$ cat config.mk
export PLATFORM = sky130hd
export DESIGN_NAME = snn_input_loader
export DESIGN_NICKNAME = d
export VERILOG_FILES = /design/src/rtl/snn_pkg.sv /design/src/rtl/snn_input_loader.sv
export SDC_FILE = /design/constraint.sdc
export NUM_CORES = 1
export LEC_CHECK = 0
export CAP_MARGIN = 20
export CELL_PAD_IN_SITES_DETAIL_PLACEMENT = 1
export CELL_PAD_IN_SITES_GLOBAL_PLACEMENT = 2
export CORE_UTILIZATION = 33
export CTS_CLUSTER_DIAMETER = 30
export DETAILED_ROUTE_END_ITERATION = 12
export PLACE_DENSITY = 0.75
export SETUP_SLACK_MARGIN = 0.02
export SKIP_CTS_REPAIR_TIMING = 1
export SYNTH_ARGS = -nofsm -noshare
export SYNTH_HDL_FRONTEND = slang
export SYNTH_SLANG_ARGS = --single-unit
$ cat constraint.sdc
create_clock -name clk -period 2.5 [get_ports clk]
set_input_delay 0.5 -clock clk [delete_from_list [all_inputs] [get_ports clk]]
set_output_delay 0.5 -clock clk [all_outputs]
set_load 0.01 [all_outputs]
$ cat src/rtl/snn_pkg.sv
// Shared definitions for the SNN input loader: FSM states, image size, ASCII base.
package snn_pkg;

    // Loader FSM states, also exported on the debug state port.
    typedef enum logic [2:0] {
        ST_IDLE      = 3'd0,
        ST_UNPACK    = 3'd1,
        ST_START     = 3'd2,
        ST_WAIT_DONE = 3'd3,
        ST_TX_WAIT   = 3'd4,
        ST_TX        = 3'd5
    } loader_state_t;

    // Number of 1-bit input units per image (28 x 28).
    localparam int NUM_PIXELS = 784;

    // Digit d is reported as the ASCII character '0' + d.
    localparam logic [7:0] ASCII_ZERO = 8'h30;

endpackage

$ cat src/rtl/snn_input_loader.sv
// SNN input loader: unpacks received bytes into the 1-bit input-unit RAM,
// starts inference once a full image is written, then sends the digit as ASCII.
//
// Handshake semantics: rx_rdy, core_done, core_start and tx_start are single-cycle
// pulses with no back-pressure; a byte that arrives when it cannot be held is
// dropped and the sticky overrun flag records it. tx_busy is a level that holds
// the result byte back until the transmitter is free.
module snn_input_loader #(
    parameter int NUM_PIXELS = snn_pkg::NUM_PIXELS,
    parameter int ADDR_W     = 10
) (
    input  logic                   clk,
    input  logic                   rst,
    input  logic                   rx_rdy,
    input  logic [7:0]             rx_data,
    output logic                   ram_we,
    output logic [ADDR_W-1:0]      ram_addr,
    output logic                   ram_data,
    output logic                   core_start,
    input  logic                   core_done,
    input  logic [3:0]             core_digit,
    output logic                   tx_start,
    output logic [7:0]             tx_data,
    input  logic                   tx_busy,
    output logic                   busy,
    output logic                   overrun,
    output snn_pkg::loader_state_t dbg_state
);
    import snn_pkg::*;

    loader_state_t     state_q, state_d;
    logic [ADDR_W-1:0] count_q, count_d;
    logic [2:0]        bit_q, bit_d;
    logic [7:0]        shift_q, shift_d;
    logic [7:0]        buf_q, buf_d;
    logic              buf_v_q, buf_v_d;
    logic              ovr_q, ovr_d;
    logic [3:0]        digit_q, digit_d;
    logic [7:0]        tx_data_q, tx_data_d;
    logic              ram_we_q, core_start_q, tx_start_q, busy_q;
    logic              last_pix, last_bit;

    assign last_pix = (count_q == ADDR_W'(NUM_PIXELS - 1));
    assign last_bit = (bit_q == 3'd7);

    // Next-state, pixel counter, shift register and one-deep byte buffer.
    always_comb begin
        state_d   = state_q;
        count_d   = count_q;
        bit_d     = bit_q;
        shift_d   = shift_q;
        buf_d     = buf_q;
        buf_v_d   = buf_v_q;
        ovr_d     = ovr_q;
        digit_d   = digit_q;
        tx_data_d = tx_data_q;
        case (state_q)
            ST_IDLE: begin
                if (rx_rdy) begin
                    shift_d = rx_data;
                    bit_d   = 3'd0;
                    state_d = ST_UNPACK;
                end
            end
            ST_UNPACK: begin
                count_d = count_q + ADDR_W'(1);
                shift_d = shift_q >> 1;
                bit_d   = bit_q + 3'd1;
                if (last_pix) begin
                    // Image complete: leftover bits and any byte held for it are dropped.
                    state_d = ST_START;
                    count_d = '0;
                    bit_d   = 3'd0;
                    buf_v_d = 1'b0;
                    if (buf_v_q || rx_rdy) ovr_d = 1'b1;
                end else if (last_bit) begin
                    if (buf_v_q) begin
                        // Buffer drains into the shift register; a byte arriving now refills it.
                        shift_d = buf_q;
                        buf_v_d = rx_rdy;
                        if (rx_rdy) buf_d = rx_data;
                    end else if (rx_rdy) begin
                        // Empty buffer: a byte arriving on the last bit goes straight in.
                        shift_d = rx_data;
                    end else begin
                        state_d = ST_IDLE;
                    end
                end else if (rx_rdy) begin
                    if (buf_v_q) begin
                        ovr_d = 1'b1;
                    end else begin
                        buf_d   = rx_data;
                        buf_v_d = 1'b1;
                    end
                end
            end
            ST_START: begin
                state_d = ST_WAIT_DONE;
            end
            ST_WAIT_DONE: begin
                if (core_done) begin
                    digit_d = core_digit;
                    state_d = ST_TX_WAIT;
                end
            end
            ST_TX_WAIT: begin
                if (!tx_busy) begin
                    state_d   = ST_TX;
                    tx_data_d = ASCII_ZERO + {4'h0, digit_q};
                end
            end
            ST_TX: begin
                state_d = ST_IDLE;
            end
            default: begin
                state_d = ST_IDLE;
            end
        endcase
        // No byte can be accepted while an inference or transmission is in flight.
        if (rx_rdy && (state_q != ST_IDLE) && (state_q != ST_UNPACK)) ovr_d = 1'b1;
    end

    // State and datapath registers; strobes are registered from the next state.
    always_ff @(posedge clk or posedge rst) begin
        if (rst) begin
            state_q      <= ST_IDLE;
            count_q      <= '0;
            bit_q        <= 3'd0;
            shift_q      <= 8'h00;
            buf_q        <= 8'h00;
            buf_v_q      <= 1'b0;
            ovr_q        <= 1'b0;
            digit_q      <= 4'h0;
            tx_data_q    <= 8'h00;
            ram_we_q     <= 1'b0;
            core_start_q <= 1'b0;
            tx_start_q   <= 1'b0;
            busy_q       <= 1'b0;
        end else begin
            state_q      <= state_d;
            count_q      <= count_d;
            bit_q        <= bit_d;
            shift_q      <= shift_d;
            buf_q        <= buf_d;
            buf_v_q      <= buf_v_d;
            ovr_q        <= ovr_d;
            digit_q      <= digit_d;
            tx_data_q    <= tx_data_d;
            ram_we_q     <= (state_d == ST_UNPACK);
            core_start_q <= (state_d == ST_START);
            tx_start_q   <= (state_d == ST_TX);
            busy_q       <= (state_d != ST_IDLE);
        end
    end

    assign ram_we     = ram_we_q;
    assign ram_addr   = count_q;
    assign ram_data   = shift_q[0];
    assign core_start = core_start_q;
    assign tx_start   = tx_start_q;
    assign tx_data    = tx_data_q;
    assign busy       = busy_q;
    assign overrun    = ovr_q;
    assign dbg_state  = state_q;

endmodule

==> flow_summary.toml, run 1 <==
[grt]
antenna_found_initial = 0
grt_first_pass_wirelength_mm = 9.11
grtUsageTotal_pct = 16.1
grt_pass1_vias = 1771
globalRoute.totalOverflow = 0
grt_max_degree = 25

[min_path]
hold_path.class = "reg -> reg"

[worst_setup_path]
r2r_setup_slack_ps = 430
cp_data_arrival_time_ps = 2250
cp_max_fo = 6
critPathLaunchType = "flop"
criticalPathCategory = "reg -> reg"
end_kind = "flop"
worstPathRequired_ps = 2680

[sta]
hold_viol = 0
holdWs_ps = 505
worst_pin_slew_ps = 534
max_freq_ghz = 0.483
setup_viol_count_final = 0
relSlewSlack_pct = 64.4
rsz0062_at_grt = "false"
fin_crit_ps = 2070
tns_ps = 0
skew_ps = 7.17
finalMaxSlewViolations = 0
fin_crit_sh_pct = 82.8

[floorplanning]
core_area_sq_mm = 0.00649
die_w_um = 84.8
design.die.area_sq_mm = 0.00718
pin_count = 44
rows = 29
initial_core_util_pct = 34.8
fp.dieH_um = 84.8

[clock_tree]
cts_buffers = 5
clock_path_buffers = 2
clock-sinks = 47
clock_latency_ps = 290
clk_pin_slew_ps = 90
root_buffer = "clkbuf_8"
cts_tree = "built"
htreeDepth = 2

[place]
numPortBuffers = 41
placed_area_sq_mm = 0.00280
dp_hpwl_mm = 3.71
place_congestion = 0.724

[route]
num_vias = 1690
drt_wl_total_mm = 5.23
drcViolationCount = 0
via_per_inst = 5.18
dr.pass1.iters = 6
post_drt_wl_per_cell_um = 16.0
antenna_left = 0
dr.first_iter.drc_count = 105

[yosys]
yosysWarnings = 0
synth_edf_count = 0
ys_seq_elements = 47
ys_types = 43
synth_area_sq_mm = 0.00226
synth_area_per_cell_sq_um = 11.3
netlist.area_leader.share_pct = 52.0
synthCells = 200
yosys.area.top_type = "dfrtp_1"
async_reset_ff_share_pct = 100
synth.area.top_cells = "dfrtp_1, mux2_4, mux2_2"
ys_seq_area_share_pct = 52.0
synthFlopType = "dfrtp_1"

[power_and_ir_drop]
p_total_uw = 2930
ir_drop_mv = 0.646
powerDensity_mw_per_mm2 = 1000
cellLeakagePower_uw = 0.00131

[run]
cap_violations = 0

[cells_and_area]
fill_cells = 709
drive_above_1_share_pct = 19.3
fin_nets = 268
syn2layout_area_growth_pct = 29.1
final_util_pct = 44.9
antenna_cells = 0
finish.instance_area_sq_mm = 0.00292

[outcome]
status = "completed"
[synth_stat cells (2+ instances only)]
cell      number
nand4_1        2
nor2_1         9
mux2_4         8
o21ai_0       13
a31oi_1        2
nand3_1        6
nand2_1       18
clkbuf_1       6
mux2_2         8
a21oi_1        5
inv_1         13
buf_4          3
dfrtp_1       47
o22ai_1        3
a22o_2         3
xnor2_1        3
a221o_1        7
xor2_1         3
and2_1         3
and3_1         2
or3b_2         4
a221oi_1       8
buf_2          2
ha_1           3
[final timing paths]
| check | to | cells past startpoint | start |
|---|---|---|---|
| max reg2reg | buf_q[6] | 6 | ram_addr[0] |
| min in group asynchronous | digit_q[1] | 2 | rst |
| max | buf_q[6] | 6 | ram_addr[0] |
| min reg2reg | tx_data[4] | 1 | tx_data[4] |
| max in group asynchronous | overrun | 3 | rst |
| min | tx_data[4] | 1 | tx_data[4] |
[report_power, final]
group	total [uW]	switching, uW	internal, uW
clock network	583	259	324
logic	1160	495	661
registers	1190	201	988
total	2930	955	1970
[layout by cell type (no fill, tap or decap), types with 2 or more instances in the layout]
master	synthesis	layout
a21oi_1	5	5
a221o_1	7	7
a221oi_1	8	8
a22o_2	3	3
a31oi_1	2	2
and2_1	3	3
and3_1	2	2
buf_4	3	10
clkbuf_8	0	6
clkdlybuf4s50_1	0	41
conb_1	1	2
dfrtp_1	47	47
ha_1	3	3
inv_1	13	12
mux2_2	8	8
mux2_4	8	8
nand2_1	18	18
nand3_1	6	6
nand4_1	2	2
nor2_1	9	9
o21ai_0	13	13
o22ai_1	3	3
or3b_2	4	4
xnor2_1	3	3
xor2_1	3	3
[flip-flops by register name (all words and copies together) (netlist names)]
name / count
digit_q: 4
buf_q: 8
bit_q: 3
buf_v_q: 1
core_start: 1
tx_data: 5
ram_we: 1
shift_q: 8
dbg_state: 3
ram_addr: 10
busy: 1
tx_start: 1
overrun: 1
[cell type report]
cell class | count | area [sq um] | area share, %
clock inverter | 2 | 35.0 | 1.20
sequential | 47 | 1180 | 40.3
clock buffer | 6 | 82.6 | 2.83
timing repair buffer | 52 | 505 | 17.3
inverter | 13 | 48.8 | 1.67
multi-input combinational | 129 | 972 | 33.3
tap | 77 | 96.3 | 3.30
[metrics by stage]
stage | instances | setup WS, ps
2_1_floorplan | 201 | 527
3_3_place_gp | 318 | 258
3_5_place_dp | 318 | 172
4_1_cts | 326 | 398
5_1_grt | 326 | 299
6_report | 326 | 431
[worst max-delay path, stage by stage (launching register included)]
cell	delay [ps]
dfrtp_1	450
ha_1	240
and3_1	270
a31oi_4	300
and3_1	220
buf_4	170
mux2_4	300
[metal layers]
layer	global-route usage [%]	wire length [um]
met5	0	0
met4	2.77	24
met3	3.34	159
met2	24.5	2340
met1	23.8	2710
[cell families (layout without fill, tap and decap cells)]
group / Yosys count / count (layout) / share of synthesized area, %
buffers and inverters: 25 / 73 / 5.09
multiplexers: 16 / 16 / 9.30
adder cells (fa/ha/maj): 3 / 3 / 1.66
AO/OA/AOI/OAI: 49 / 49 / 16.5
other: 1 / 2 / 0.166
flip-flops: 47 / 47 / 52.0
XOR/XNOR: 6 / 6 / 2.33
AND/OR/NAND/NOR: 53 / 53 / 12.9
Note: power is estimated with default switching activity, not from simulation.
==> run 2, diff against run 1 <==
CORE_UTILIZATION = 30   (was 33)
PLACE_DENSITY = 0.71   (was 0.75)
clock period = 1.79 ns   (was 2.5 ns; I/O delays follow)
==> run 2 against run 1 <==
Net effect:
- via count grew 5.7%
- sequential power grew 35%
- register-to-register slack lost 430 ps
- wire length grew 4.6%
- critical path type unchanged
- highest routed layer unchanged
==> flow_summary.toml, run 2 (synthesis results as in run 1) <==
[sta]
hold_viol = 0
max_freq_ghz = 0.560
fin_crit_sh_pct = 99.8
rsz0062_at_grt = "true"
skew_ps = 5.25
tns_ps = 0
relSlewSlack_pct = 65.9
setup_viol_count_final = 0
worst_pin_slew_ps = 505
holdWs_ps = 405
fin_crit_ps = 1790
finalMaxSlewViolations = 0

[floorplanning]
initial_core_util_pct = 31.2
core_area_sq_mm = 0.00725
fp.dieH_um = 88.8
rows = 31
die_w_um = 88.8
pin_count = 44
design.die.area_sq_mm = 0.00788

[place]
numPortBuffers = 41
place_congestion = 0.772
dp_hpwl_mm = 3.91

[grt]
grt.busiest_layer = "met2"
grt_use_met2_pct = 23.2
grtUsageMet3_pct = 2.99
grt_max_degree = 48
grtUsageMet1_pct = 19.8
grtUsageTotal_pct = 14.7
grt_first_pass_wirelength_mm = 8.73
grt_pass1_vias = 1757
antenna_found_initial = 0
globalRoute.totalOverflow = 0

[worst_setup_path]
rr_startpoint = "ram_addr[1]"
slowest_delay_ps = 480
path_buf_inv = 0
timing.rr.end = "shift_q[3]"
r2r_setup_slack_ps = 3
critPathLaunchType = "flop"
end_kind = "flop"
rr_worst_depth = 5
worst_path_max_delay_cell = "a311o_2"
critical-path-top-delay-family = "compound AO/OA/AOI/OAI gates"
cp_data_arrival_time_ps = 2040
criticalPathCategory = "reg -> reg"
worstPathRequired_ps = 2040
cp_max_fo = 8
path_cells = "ha_4, and3_4, a311o_2, a221oi_1, a221o_1"

[cells_and_area]
final_common_cell = "dfrtp_1"
syn2layout_area_growth_pct = 40.1
mostFrequentLayoutCells = "dfrtp_1, clkdlybuf4s50_1, buf_4"
largest_reg_flops = 10
drive_above_1_share_pct = 29.3
antenna_cells = 0
fin_nets = 285

[clock_tree]
cts_buffers = 5
htreeDepth = 2
clock-sinks = 47
clk_pin_slew_ps = 90
clock_path_buffers = 2
root_buffer = "clkbuf_8"
cts_tree = "built"
clock_latency_ps = 300

[power_and_ir_drop]
p_total_uw = 4220
powerDensity_mw_per_mm2 = 1330
ir_drop_mv = 0.517
cellLeakagePower_uw = 0.00145

[min_path]
hold_path.class = "in -> async"

[route]
via_per_inst = 4.90
drcViolationCount = 0
num_vias = 1787
dr.pass1.iters = 4
dr.first_iter.drc_count = 34
post_drt_wl_per_cell_um = 15.0
antenna_left = 0
drt_wl_total_mm = 5.47

[run]
cap_violations = 0

[outcome]
status = "completed"
## run 2: cell types whose count changed in the layout (fill, tap and decap cells not counted), sizes merged
| cell | previous run | this run |
|---|---|---|
| buf | 11 | 28 |
| bufinv | 1 | 0 |
| clkinvlp | 0 | 1 |
| clkdlybuf4s50 | 41 | 34 |
| dlymetal6s2s | 0 | 7 |
## run 2: stage by stage
step	util (%)	area (sq um)	instances	worst slack, ps
2_1_floorplan	-	2290	201	-90.9
3_3_place_gp	40.9	2970	354	-183
3_5_place_dp	40.9	2970	354	-229
4_1_cts	42.1	3050	362	-51.3
5_1_grt	43.6	3170	365	-50.6
6_report	43.6	3170	365	2.71
## run 2: layer usage
layer  vias up  wire, um  part of all wire [%]
li1        853         -                     -
met1       898      2570                    47
met2        29      2640                    48
met3         7       160                   2.9
met4         0        94                   1.7
met5         -         0                     0
## run 2: power by group
group          internal (uW)  switching [uW]  total [uW]
logic                   1120             851        1970
clock network            274             372         645
registers               1380             223        1610
total                   2780            1450        4220
## run 2: layout make-up
type / count / area (sq um)
clock inverters: 2 / 12.5
fillers: 828 / 4090
clock buffers: 6 / 72.6
flip-flops and latches: 47 / 1180
multi-input cells: 129 / 1050
inverters: 13 / 48.8
repair buffers: 69 / 676
well taps: 99 / 124
## run 2: worst max-delay path by stage
stage,startpoint,slack (ps),cells past startpoint,to
2_1_floorplan,dbg_state[2],-90,6,buf_q[0]
5_1_grt,ram_addr[1],-50,5,shift_q[6]
4_1_cts,ram_addr[0],-50,5,shift_q[1]
3_3_place_gp,rx_rdy,-180,5,shift_q[6]
3_5_place_dp,rx_rdy,-230,5,shift_q[1]
6_report,ram_addr[1],3,5,shift_q[3]
## run 2: worst register-to-register path, stage by stage (launching register included)
cell	delay, ps
dfrtp_1	420
ha_4	170
and3_4	200
a311o_2	480
a221oi_1	310
a221o_1	140
